<file path="config.mk">
export PLATFORM = sky130hd
export DESIGN_NAME = seq_divider
export DESIGN_NICKNAME = d
export VERILOG_FILES = /design/src/rtl/seq_divider.sv
export SDC_FILE = /design/constraint.sdc
export NUM_CORES = 1
export LEC_CHECK = 0
export CAP_MARGIN = 25
export CORE_MARGIN = 2
export CORE_UTILIZATION = 45
export DETAILED_ROUTE_END_ITERATION = 10
export PLACE_DENSITY = 0.69
export SYNTH_ARGS = -nofsm -noshare
export SYNTH_HDL_FRONTEND = slang
export SYNTH_SLANG_ARGS = --single-unit
</file>
<file path="constraint.sdc">
create_clock -name clk -period 5.6 [get_ports clk]
set_input_delay 0.56 -clock clk [delete_from_list [all_inputs] [get_ports clk]]
set_output_delay 0.56 -clock clk [all_outputs]
set_load 0.05 [all_outputs]
</file>
<file path="src/rtl/seq_divider.sv">
// seq_divider: multi-cycle restoring divider with valid/ready handshakes on both sides.
// Ports: clk, rst (sync, active-high); in_valid/in_ready with dividend/divisor in;
// out_valid/out_ready with quotient/remainder/div_by_zero/overflow out.
// Define SEQ_DIVIDER_SIGNED_EN for two's-complement operands (truncating quotient,
// remainder follows dividend sign); otherwise unsigned with overflow tied to 0.
module seq_divider #(
  parameter int WIDTH = 12
) (
  input  logic             clk,
  input  logic             rst,
  input  logic             in_valid,
  output logic             in_ready,
  input  logic [WIDTH-1:0] dividend,
  input  logic [WIDTH-1:0] divisor,
  output logic             out_valid,
  input  logic             out_ready,
  output logic [WIDTH-1:0] quotient,
  output logic [WIDTH-1:0] remainder,
  output logic             div_by_zero,
  output logic             overflow
);
  localparam int CW = $clog2(WIDTH) + 1;
  typedef enum logic [1:0] {IDLE, CALC, FINISH, DONE} state_t;
  state_t state, state_nx;
  logic [WIDTH-1:0] rem, quo, dvs, dd_in, dv_in, q_fin, r_fin;
  logic [WIDTH:0] sh, diff;
  logic [CW-1:0] cnt;
  logic accept, zero, last;
  assign in_ready = state == IDLE;
  assign out_valid = state == DONE;
  assign accept = in_valid && in_ready;
  assign zero = divisor == '0;
  assign last = cnt == CW'(WIDTH - 1);
  // Trial subtraction on the WIDTH+1-bit shifted partial remainder; MSB set means negative.
  assign sh = {rem, quo[WIDTH-1]};
  assign diff = sh - {1'b0, dvs};
`ifdef SEQ_DIVIDER_SIGNED_EN
  logic neg_q, neg_r, ovf;
  assign dd_in = dividend[WIDTH-1] ? -dividend : dividend;
  assign dv_in = divisor[WIDTH-1] ? -divisor : divisor;
  assign q_fin = neg_q ? -quo : quo;
  assign r_fin = neg_r ? -rem : rem;
  // MIN/-1 needs no special datapath: |MIN| as unsigned is MIN, and negating it stays MIN.
  always_ff @(posedge clk) begin
    if (rst) begin
      neg_q <= 1'b0;
      neg_r <= 1'b0;
      ovf <= 1'b0;
      overflow <= 1'b0;
    end else if (accept) begin
      neg_q <= dividend[WIDTH-1] ^ divisor[WIDTH-1];
      neg_r <= dividend[WIDTH-1];
      ovf <= dividend == {1'b1, {(WIDTH-1){1'b0}}} && divisor == '1;
      overflow <= 1'b0;
    end else if (state == FINISH) begin
      overflow <= ovf;
    end
  end
`else
  assign dd_in = dividend;
  assign dv_in = divisor;
  assign q_fin = quo;
  assign r_fin = rem;
  assign overflow = 1'b0;
`endif
  always_ff @(posedge clk) begin
    if (rst) state <= IDLE;
    else state <= state_nx;
  end
  always_comb begin
    state_nx = state;
    unique case (state)
      IDLE:    state_nx = accept ? (zero ? DONE : CALC) : IDLE;
      CALC:    state_nx = last ? FINISH : CALC;
      FINISH:  state_nx = DONE;
      DONE:    state_nx = out_ready ? IDLE : DONE;
      default: state_nx = IDLE;
    endcase
  end
  always_ff @(posedge clk) begin
    if (rst) begin
      rem <= '0;
      quo <= '0;
      dvs <= '0;
      cnt <= '0;
      quotient <= '0;
      remainder <= '0;
      div_by_zero <= 1'b0;
    end else if (accept) begin
      div_by_zero <= zero;
      if (zero) begin
        quotient <= '1;
        remainder <= dividend;
      end else begin
        quo <= dd_in;
        dvs <= dv_in;
        rem <= '0;
        cnt <= '0;
      end
    end else if (state == CALC) begin
      rem <= diff[WIDTH] ? sh[WIDTH-1:0] : diff[WIDTH-1:0];
      quo <= {quo[WIDTH-2:0], ~diff[WIDTH]};
      cnt <= cnt + 1'b1;
    end else if (state == FINISH) begin
      quotient <= q_fin;
      remainder <= r_fin;
    end
  end
endmodule

</file>
## After elaboration in Yosys (flattened, before gate mapping)

Cells that the tools add are included.

| storage, ports and cells | value |
|---|---|
| input bits | 28 |
| word-level logic and storage cells | 50 |
| output and inout port bits | 28 |
| bits in registers | 68 |

| cells by class | value |
|---|---|
| reductions and logical operators | 8 |
| add/subtract/negate cells | 2 |
| multiplexer cells | 23 |
| bitwise gates (word level) | 2 |
| equality and inequality tests | 7 |

Operators with widths:

| operator | number |
|---|---|
| 2-to-1 mux 12 bit | 15 |
| 2-to-1 mux 5 bit | 3 |
| subtractor 13 x 12 -> 13 bit | 1 |
| zero test 12 bit | 1 |
| 2-to-1 mux 2 bit | 4 |
| case mux 2 bit (4 select lines) | 1 |
| adder 5 x 1 -> 5 bit, second input constant | 1 |
| equality test 5 x 4 -> 1 bit, second input constant | 1 |
| equality test 2 bit, second input constant | 2 |
| != test 2 bit, second input constant | 2 |
| AND reduction 2 bit | 2 |
| nonzero test 2 bit | 2 |
| AND reduction 3 bit | 1 |
| equality test 2 x 1 -> 1 bit, second input constant | 1 |
| zero test 2 bit | 1 |
| != test 2 x 1 -> 1 bit, second input constant | 1 |
| inverter 1 bit | 2 |
| logical AND 1 bit | 1 |

## Depth between registers and ports, before layout

Gate-level depths: netlist of the first run.

| depth | value |
|---|---|
| depth after elaboration | 4 |
| mapped depth | 11 |
| gate-level depth less buffers | 9 |

## Least setup slack after synthesis of the first run

No wires, ideal clock.

| timing | value |
|---|---|
| kind | reg2reg |
| from | reg state[1] |
| to | reg remainder[10] |
| library setup time | 91 ps |
| buffers on the path | 3 |
| clock period less this slack | 2362 ps |
| arrival time | 2271 ps |
| data required time | 5509 ps |
| cell stages (with the launch flop) | 10 |
| setup slack | 3238 ps |
| path through | dfxtp_1 nor2_1 and2_1 buf_2 and2_1 or2_1 buf_2 buf_4 nor2_1 a311oi_1 |

| between the ends | value |
|---|---|
| word-level cells in the longest chain between the ends | 4 |
| elaborated cells on any way between the ends | 9 |
| classes of those cells | 4 x eq/ne; 1 x mux; 4 x reduce/logical |

RTL lines:

| item | line | source |
|---|---|---|
| start: declaration | 24 | `state_t state, state_nx;` |
| start signal: assignment | 68 | `else state <= state_nx;` |
| zero test 2 bit * | 29 | `assign in_ready = state == IDLE;` |
| net in_ready | 12 | `output logic in_ready,` |
| logical AND 1 bit * | 31 | `assign accept = in_valid && in_ready;` |
| != test 2 x 1 -> 1 bit (no line) (tied with other cells) | n/a |  |
| AND reduction 3 bit (no line) | n/a |  |
| end signal: assignment | 93 | `remainder <= dividend;` |
| end signal: assignment | 106 | `remainder <= r_fin;` |
| end: declaration | 18 | `output logic [WIDTH-1:0] remainder,` |

The timed path passes the listed nets; every way through them passes the cells marked *.
A chain may end at the register's enable or synchronous reset.

## Worst setup path after layout of the first run

| timing | value |
|---|---|
| from | in in_valid |
| to | reg remainder[4] |

| between the ends | value |
|---|---|
| word-level cells in the longest chain between the ends | 3 |
| elaborated cells on any way between the ends | 6 |
| classes of those cells | 2 x eq/ne; 1 x mux; 3 x reduce/logical |

RTL lines:

| item | line | source |
|---|---|---|
| start: declaration | 11 | `input logic in_valid,` |
| logical AND 1 bit * | 31 |  |
| != test 2 x 1 -> 1 bit (no line) (tied with other cells) | n/a |  |
| AND reduction 3 bit (no line) | n/a |  |

Every way passes the cells marked *; elsewhere a longest branch is shown, timed or not.

==> reports/metrics.cfg, run 1 <==
[outcome]
outcome=finished clean

[sta]
hold_viol=0
rsz0062_at_grt=no
slew_headroom_pct=38.8
fin_crit_sh_pct=53.3
fin_hold_ws_ps=444
worst_slack_ps=2610
post-route-min-period_ps=2990
drv_slew=0
finalSetupViolations=0
worst-slew-pin-transition_ps=915
clock_skew_ps=12.4
max_freq_mhz=335
finalSetupTns_ps=0

[grt]
use_met2_pct=33.2
track_usage_pct=21.2
gr-max-usage-layer=met2
grt_pass1_wl_um=14600
grt_max_degree=61
grt_pass1_vias=2957
antenna_found_initial=0
overflow=0
gr-usage-met1_pct=29.3
gr-usage-met3_pct=4.51

[power_and_ir_drop]
power_switching_mw=0.847
sw_frac_of_total_pct=43.2
clock_power_share_pct=18.9
p_per_area_nw_per_um2=454
p_int_mw=1.11
leakage_nw=1.60
peakVddDrop_v=0.000250
combPwrFrac_pct=50.2
pwr-share-seq_pct=30.9
p_total_mw=1.96

[cells_and_area]
finalNetCount=535
fin_area_sq_um=4320
final_cell_count_no_fill=600
final_core_util_pct=55.8
diodes=0
area_growth_pct=20.7
final_layout_size_suffix_gt1_share_pct=7.63

[logic_synthesis]
syn-cell-area_sq_um=3580
postSynth.asyncResetShare_pct=0
ys_types=54
synth-edff-count=0
yosysMostFrequentCell=nor2_1
syn_area_per_cell_sq_um=7.86
synth.top_cells.by_area=dfxtp_1 (38%), nor2_1 (8.5%), nand2_1 (5.4%)
synth_top_cell_by_area=dfxtp_1
ys_seq_area_share_pct=38.1
syn_nets=497
ys_ff_latch=68
yosys_warnings=0
synth_cells=455
ys.flop_type=dfxtp_1
synth_top_area_share_pct=38.1
yosys-top-cells-count=nor2_1 (81), dfxtp_1 (68), nand2_1 (51), nor3_1 (29), o21ai_0 (26)

[critical_path]
cpMostUsedCell=and2_1
path_class=input pin to flip-flop
path_delay_family=simple AND/OR/NAND/NOR gates
cpMaxStageDelayCell=or2_1
cp_max_fo=24
cpPeakStageDelay_ps=630
crit_path_end_kind=flip-flop
cp_cell_sequence=clkdlybuf4s50_1 -> and2_1 -> and2_1 -> or2_1 -> nor2_1 -> a311oi_1
timing.critical_path.buf_inv=1
required_ps=5860
cp.arrival_ps=3240
worstSetupStartpointType=input pin

[floorplanning]
fp.dieW_um=93.1
dieArea_sq_um=8680
die_h_um=93.1
start_util_pct=46.3
floorplan.rows=32
ios=56
coreArea_sq_um=7730

[clock_tree]
cts_tree=yes
cts_buffers=9
insertion_delay_ps=360
cts-hold-fix-buffers=0
cts_buffer_depth=2
cts.sinks=68
cts_repair_resize_count=0
clkTransAtPathRegs_ps=80
cts-root-buf=clkbuf_8
post_cts_buffers=0
h-tree-depth=3

[place]
dpl_cell_area_sq_um=4120
io_buffers=54
dp_hpwl_um=6480
dp_cells=583
pre_cts_ws_ps=2250
gp_congestion=0.897

[min_path]
hp-class=input pin to flip-flop

[drt]
wl_um=8860
wl_per_cell_um=14.8
drt-initial-drc-count=187
dr.pass1.iters=4
drc=0
vias_per_cell=5.46
final_antenna_net_count=0
vias=3276

[job]
maxCapViolCount=0

## worst reg2reg max path, stage by stage, from the launching register on
cell and delay, ps:
dfxtp_1 370, nor2_1 180, and2_1 610, and2_1 590, or2_1 640, nor2_1 90, a311oi_1 270
## logic make-up (layout without fill, tap and decap cells)
group,count (synthesis),in the layout,synth area share (%)
flip-flops,68,68,38.1
other,1,1,0.105
AND/OR/NAND/NOR,212,212,27.2
buffers and inverters,48,91,6.02
XOR/XNOR,8,8,1.96
adder cells (fa/ha/maj),14,14,5.11
AO/OA/AOI/OAI,95,95,19.0
multiplexers,9,9,2.52
## power by group through the flow
stage | registers, mW | clock network [mW] | logic (mW)
global placement | 0.612 | 0 | 0.966
CTS | 0.603 | 0.375 | 0.978
global route | 0.612 | 0.397 | 1.10
floorplan | 0.588 | 0 | 0.879
detailed placement | 0.614 | 0 | 0.975
finish | 0.604 | 0.370 | 0.984
## final timing paths
path | endpoint | cells after the start | slack (ps) | from
max | remainder[4] | 6 | 2610 | in_valid
min | cnt[4] | 2 | 440 | rst
max reg2reg | remainder[4] | 6 | 2760 | state[1]
min reg2reg | dvs[0] | 2 | 490 | dvs[0]
## layer usage
metal	part of all wire (%)	wire, um
met1	49	4360
met5	0	0
met4	1.6	143
met2	44	3890
met3	5.2	460
## flip-flops by register name, summed over array words and instances, names as in the netlist
name         cells
cnt              5
div_by_zero      1
dvs             12
q_fin           12
quotient        12
r_fin           12
remainder       12
state            2
## cell type report
| type | instances | area (sq um) |
|---|---|---|
| fill | 732 | 3410 |
| multi-input combinational | 339 | 2000 |
| sequential | 68 | 1360 |
| timing repair buffer | 59 | 589 |
| tap | 102 | 128 |
| clock buffer | 9 | 124 |
| inverter | 16 | 60.1 |
| clock inverter | 7 | 51.3 |
## cell usage in the layout (no fill, tap or decap), types with 4 or more instances in the layout
cell type	instances
clkdlybuf4s50_1	53
and3_1	8
mux2i_1	9
xor2_1	5
o21ai_0	26
ha_1	13
a211oi_1	4
inv_1	16
nand2_1	51
nand4_1	12
nand3_1	4
and2_1	5
nor2_1	80
o211ai_2	7
a311oi_1	14
a21oi_1	13
nor3_1	29
clkbuf_8	9
o211ai_1	5
dfxtp_1	68
No activity file was read; power rests on OpenSTA's default activity.
==> run 2, diff against run 1 <==
--- a/config.mk
+++ b/config.mk
@@ -9,7 +9,7 @@
 export CORE_MARGIN = 2
 export CORE_UTILIZATION = 45
 export DETAILED_ROUTE_END_ITERATION = 10
-export PLACE_DENSITY = 0.69
+export PLACE_DENSITY = 0.71
 export SYNTH_ARGS = -nofsm -noshare
 export SYNTH_HDL_FRONTEND = slang
 export SYNTH_SLANG_ARGS = --single-unit
==> constraint.sdc (replaced) <==
create_clock -name clk -period 2.6 [get_ports clk]
set_input_delay 0.26 -clock clk [delete_from_list [all_inputs] [get_ports clk]]
set_output_delay 0.26 -clock clk [all_outputs]
set_load 0.05 [all_outputs]
==> reports/metrics.cfg, run 2 (synthesis results as in run 1) <==
[floorplanning]
fp.dieW_um=93.1  ; unchanged
start_util_pct=46.3  ; unchanged
dieArea_sq_um=8680  ; unchanged
ios=56  ; unchanged
die_h_um=93.1  ; unchanged
coreArea_sq_um=7730  ; unchanged
floorplan.rows=32  ; unchanged

[critical_path]
path_class=flip-flop to flip-flop
cpPeakStageDelay_ps=620  ; about the same
cp.arrival_ps=2730  ; -510 ps
crit_path_end_kind=flip-flop
path_delay_family=simple AND/OR/NAND/NOR gates
worstSetupStartpointType=flip-flop
required_ps=2850  ; -3010 ps
cp_max_fo=19  ; -21%
cpMaxStageDelayCell=or4_4
cp_cell_sequence=inv_1 -> ha_1 -> fa_1 -> nand2b_2 -> a21oi_2 -> o31a_1 -> or4_4 -> and3_1 -> o31ai_1
timing.critical_path.buf_inv=1  ; unchanged

[power_and_ir_drop]
p_per_area_nw_per_um2=1030  ; +130%
power_switching_mw=1.89  ; +120%
clock_power_share_pct=23.2  ; +4.3 points
p_int_mw=2.76  ; +150%
combPwrFrac_pct=49.1  ; -1.1 points
pwr-share-seq_pct=27.7  ; -3.2 points
leakage_nw=1.71  ; +6.9%
sw_frac_of_total_pct=40.6  ; -2.6 points
peakVddDrop_v=0.000621  ; +150%

[drt]
wl_per_cell_um=14.8  ; +0.32%
vias=3414  ; +4.2%
vias_per_cell=5.53  ; +1.3%
wl_um=9140  ; +3.2%
dr.pass1.iters=4  ; unchanged
final_antenna_net_count=0  ; unchanged
drt-initial-drc-count=243  ; +30%
drc=0  ; unchanged

[cells_and_area]
area_growth_pct=26.4
final_core_util_pct=58.5  ; +2.6 points
diodes=0  ; unchanged
mostFrequentLayoutCells=nor2_1 (80), dfxtp_1 (68), clkdlybuf4s50_1 (53)
finalNetCount=552  ; +3.2%
final_layout_size_suffix_gt1_share_pct=10.7  ; +3.0 points
final_common_cell=nor2_1

[grt]
track_usage_pct=22.4  ; +1.2 points
antenna_found_initial=0  ; unchanged
grt_pass1_vias=3159  ; +6.8%
grt_max_degree=49  ; -20%
overflow=0  ; unchanged
grt_pass1_wl_um=15500  ; +5.8%

[sta]
finalSetupTns_ps=0  ; unchanged
hold_viol=0  ; unchanged
finalSetupViolations=0  ; unchanged
slew_headroom_pct=53.7  ; +15 points
rsz0062_at_grt=no
clock_skew_ps=7.50  ; -4.91 ps
drv_slew=0  ; unchanged
fin_crit_sh_pct=95.3
max_freq_mhz=404
post-route-min-period_ps=2480
worst-slew-pin-transition_ps=688  ; -227 ps

[clock_tree]
cts_buffers=9  ; unchanged
cts-root-buf=clkbuf_8
h-tree-depth=3  ; unchanged
cts_buffer_depth=2  ; unchanged
clkTransAtPathRegs_ps=80  ; about the same
cts_tree=yes
insertion_delay_ps=340  ; -20 ps
cts.sinks=68  ; unchanged
cts-hold-fix-buffers=0  ; unchanged

[min_path]
hp-class=input pin to flip-flop

[place]
dp_hpwl_um=6780  ; +4.6%
io_buffers=54  ; unchanged
gp_congestion=0.931  ; +3.8%

[job]
maxCapViolCount=0  ; unchanged

[outcome]
outcome=finished clean

-- run 2: changes by cell type in the layout (fill, tap and decap cells not counted) --
cell       previous run  this run
buf_4                 3        21
bufinv_16             0         3
clkinv_2              2         0
buf_6                 1         0
inv_6                 2         1
o31ai_2               1         0
o31ai_4               0         1
-- run 2: what timing repair did --
action / 4_1_cts / 5_1_grt
resized for setup: 1 / 0
endpoints found under the setup margin: 13 / 7
setup buffers: 0 / 2
hold endpoints to repair: 0 / 0
pin swaps: 0 / 1
-- run 2: final cells by class --
| class | count | area, sq um |
|---|---|---|
| Timing Repair Buffer | 76 | 713 |
| Fill cell | 690 | 3210 |
| Clock inverter | 7 | 123 |
| Multi-Input combinational cell | 339 | 2010 |
| Inverter | 16 | 60.1 |
| Tap cell | 102 | 128 |
| Sequential cell | 68 | 1360 |
| Clock buffer | 9 | 124 |
-- run 2: per-stage QoR --
stage	std cells	power [mW]	hold slack, ps	setup WS (ps)	area, sq um
detailed placement	599	3.49	482	-202	4250
finish	617	4.64	241	123	4520
global route	617	4.97	234	30.6	4520
global placement	599	3.46	475	-129	4250
floorplan	455	3.16	356	238	3580
CTS	615	4.60	229	121	4500
-- run 2: path summary, 6_finish.rpt --
path                     from     endpoint  slack (ps)  cells past startpoint
setup / recovery    q_fin[11]     r_fin[1]         120                      9
hold / removal            rst     q_fin[7]         240                      2
setup reg to reg    q_fin[11]     r_fin[1]         120                      9
hold reg to reg   div_by_zero  div_by_zero         490                      2
-- run 2: power by group through the flow --
stage | Clock, mW | Combinational, mW | Sequential [mW]
floorplan | 0 | 1.89 | 1.27
global placement | 0 | 2.16 | 1.30
detailed placement | 0 | 2.19 | 1.30
CTS | 1.09 | 2.23 | 1.28
global route | 1.16 | 2.51 | 1.30
finish | 1.08 | 2.28 | 1.28
-- run 2: per-layer routing --
| metal | track usage (%) | vias up | part of all wire (%) |
|---|---|---|---|
| met3 | 4.92 | 21 | 6.2 |
| met1 | 31.5 | 1549 | 48 |
| met2 | 33.0 | 137 | 43 |
| met5 | 0 | - | 0 |
| li1 | - | 1707 | - |
| met4 | 9.68 | 0 | 3.3 |
==> run 3, diff against run 2 <==
--- a/config.mk
+++ b/config.mk
@@ -7,9 +7,9 @@
 export LEC_CHECK = 0
 export CAP_MARGIN = 25
 export CORE_MARGIN = 2
-export CORE_UTILIZATION = 45
+export CORE_UTILIZATION = 49
 export DETAILED_ROUTE_END_ITERATION = 10
-export PLACE_DENSITY = 0.71
+export PLACE_DENSITY = 0.77
 export SYNTH_ARGS = -nofsm -noshare
 export SYNTH_HDL_FRONTEND = slang
 export SYNTH_SLANG_ARGS = --single-unit
==> reports/metrics.cfg, run 3 (synthesis results as in run 1) <==
[place]
dpl_cell_area_sq_um=4220  ; -0.62%
gp_congestion=0.899  ; -3.5%
io_buffers=54  ; unchanged
dp_hpwl_um=6410  ; -5.5%
pre_cts_ws_ps=-142  ; +60.5 ps

[sta]
finalSetupViolations=0  ; unchanged
rsz0062_at_grt=no
hold_viol=0  ; unchanged
worst_slack_ps=198  ; +74.5 ps
clock_skew_ps=9.34  ; +1.84 ps
drv_slew=0  ; unchanged
fin_crit_sh_pct=92.4  ; -2.9 points
post-route-min-period_ps=2400  ; -74.5 ps
worst-slew-pin-transition_ps=648  ; -39.8 ps
slew_headroom_pct=56.8  ; +3.1 points
max_freq_mhz=416  ; +3.1%

[drt]
drc=0  ; unchanged
vias=3359  ; -1.6%
vias_per_cell=5.52  ; -0.15%
dr.pass1.iters=4  ; unchanged
final_antenna_net_count=0  ; unchanged
wl_per_cell_um=14.4  ; -2.5%
wl_um=8780  ; -3.9%
drt-initial-drc-count=181  ; -26%

[floorplanning]
fp.dieW_um=89.4  ; -4.0%
floorplan.rows=31  ; -3.1%
coreArea_sq_um=7180  ; -7.1%
ios=56  ; unchanged
dieArea_sq_um=8000  ; -7.8%
start_util_pct=49.8  ; +3.6 points
die_h_um=89.4  ; -4.0%

[grt]
grt_pass1_vias=3129  ; -0.95%
grt_max_degree=40  ; -18%
overflow=0  ; unchanged
grt_pass1_wl_um=14300  ; -7.8%
antenna_found_initial=0  ; unchanged
track_usage_pct=23.1  ; +0.67 points

[outcome]
outcome=finished clean

[cells_and_area]
fillers=616  ; -11%
mostFrequentLayoutCells=nor2_1 (80), dfxtp_1 (68), clkdlybuf4s50_1 (53)
finalNetCount=546  ; -1.1%
fin_area_sq_um=4500  ; -0.39%
diodes=0  ; unchanged
area_growth_pct=25.9
final_common_cell=nor2_1
final_layout_size_suffix_gt1_share_pct=9.63  ; -1.1 points

[job]
maxCapViolCount=0  ; unchanged

[clock_tree]
cts_buffer_depth=2  ; unchanged
post_cts_buffers=0  ; unchanged
cts-hold-fix-buffers=0  ; unchanged
cts_tree=yes
clkTransAtPathRegs_ps=80  ; about the same
insertion_delay_ps=350  ; about the same
cts_buffers=9  ; unchanged
cts.sinks=68  ; unchanged
h-tree-depth=3  ; unchanged
cts-root-buf=clkbuf_8

[power_and_ir_drop]
peakVddDrop_v=0.000632  ; +1.7%
leakage_nw=1.71  ; -0.17%
p_per_area_nw_per_um2=1040  ; +1.1%

[critical_path]
cp.arrival_ps=2660  ; -70 ps
required_ps=2860  ; about the same
cp_max_fo=19  ; unchanged
crit_path_end_kind=flip-flop
worstSetupStartpointType=flip-flop
rrSetupSlack_ps=200  ; +70 ps
path_class=flip-flop to flip-flop

[min_path]
hp-class=input pin to flip-flop

run 3: report_power, final:
group	leakage (nW)	internal, mW	total [mW]	switching, mW
registers	0.554	1.16	1.29	0.128
logic	1.02	0.925	2.20	1.28
clock network	0.134	0.743	1.18	0.439
run 3: metal layers:
metal  vias to the layer above  wire length (um)  GRT usage, %
met2                        89              4040          38.2
met3                        14               377          3.23
met5                         -                 0             0
li1                       1694                 -             -
met4                         0               157          8.82
met1                      1562              4210          30.5
run 3: worst paths after layout:
kind / from / cells past startpoint / endpoint
min: rst / 2 / q_fin[2]
max reg2reg: q_fin[11] / 9 / r_fin[0]
max: q_fin[11] / 9 / r_fin[0]
min reg2reg: div_by_zero / 2 / div_by_zero
run 3: critical path, cell delays in order (launching register included):
cell,delay [ps]
dfxtp_1,310
inv_1,80
ha_1,190
fa_1,200
nand2b_2,160
a21oi_2,70
o31a_1,290
or4_4,620
and3_1,230
o31ai_1,170
run 3: area by class of cell:
| class | count | area [sq um] | area share [%] |
|---|---|---|---|
| Tap cell | 99 | 124 | 2.75 |
| Multi-Input combinational cell | 339 | 2010 | 44.7 |
| Clock buffer | 9 | 124 | 2.75 |
| Inverter | 16 | 60.1 | 1.33 |
| Sequential cell | 68 | 1360 | 30.2 |
| Clock inverter | 7 | 146 | 3.25 |
| Timing Repair Buffer | 70 | 676 | 15.0 |
run 3: metrics by stage:
step                      std cells  total power [mW]  hold WS, ps  utilization [%]  setup TNS (ps)
after detailed placement        592              3.43          483             58.8           -1030
final                           608              4.67          323             62.7               0
after global routing            608              4.98          353             62.7               0
after CTS                       608              4.64          313             62.7               0
after floorplan                 455              3.16          356                -               0
after global placement          591              3.38          476             58.5            -586
run 3: timing repair:
action,CTS,global route
endpoints found under the setup margin,12,7
pin swaps,0,1
resized for setup,1,0
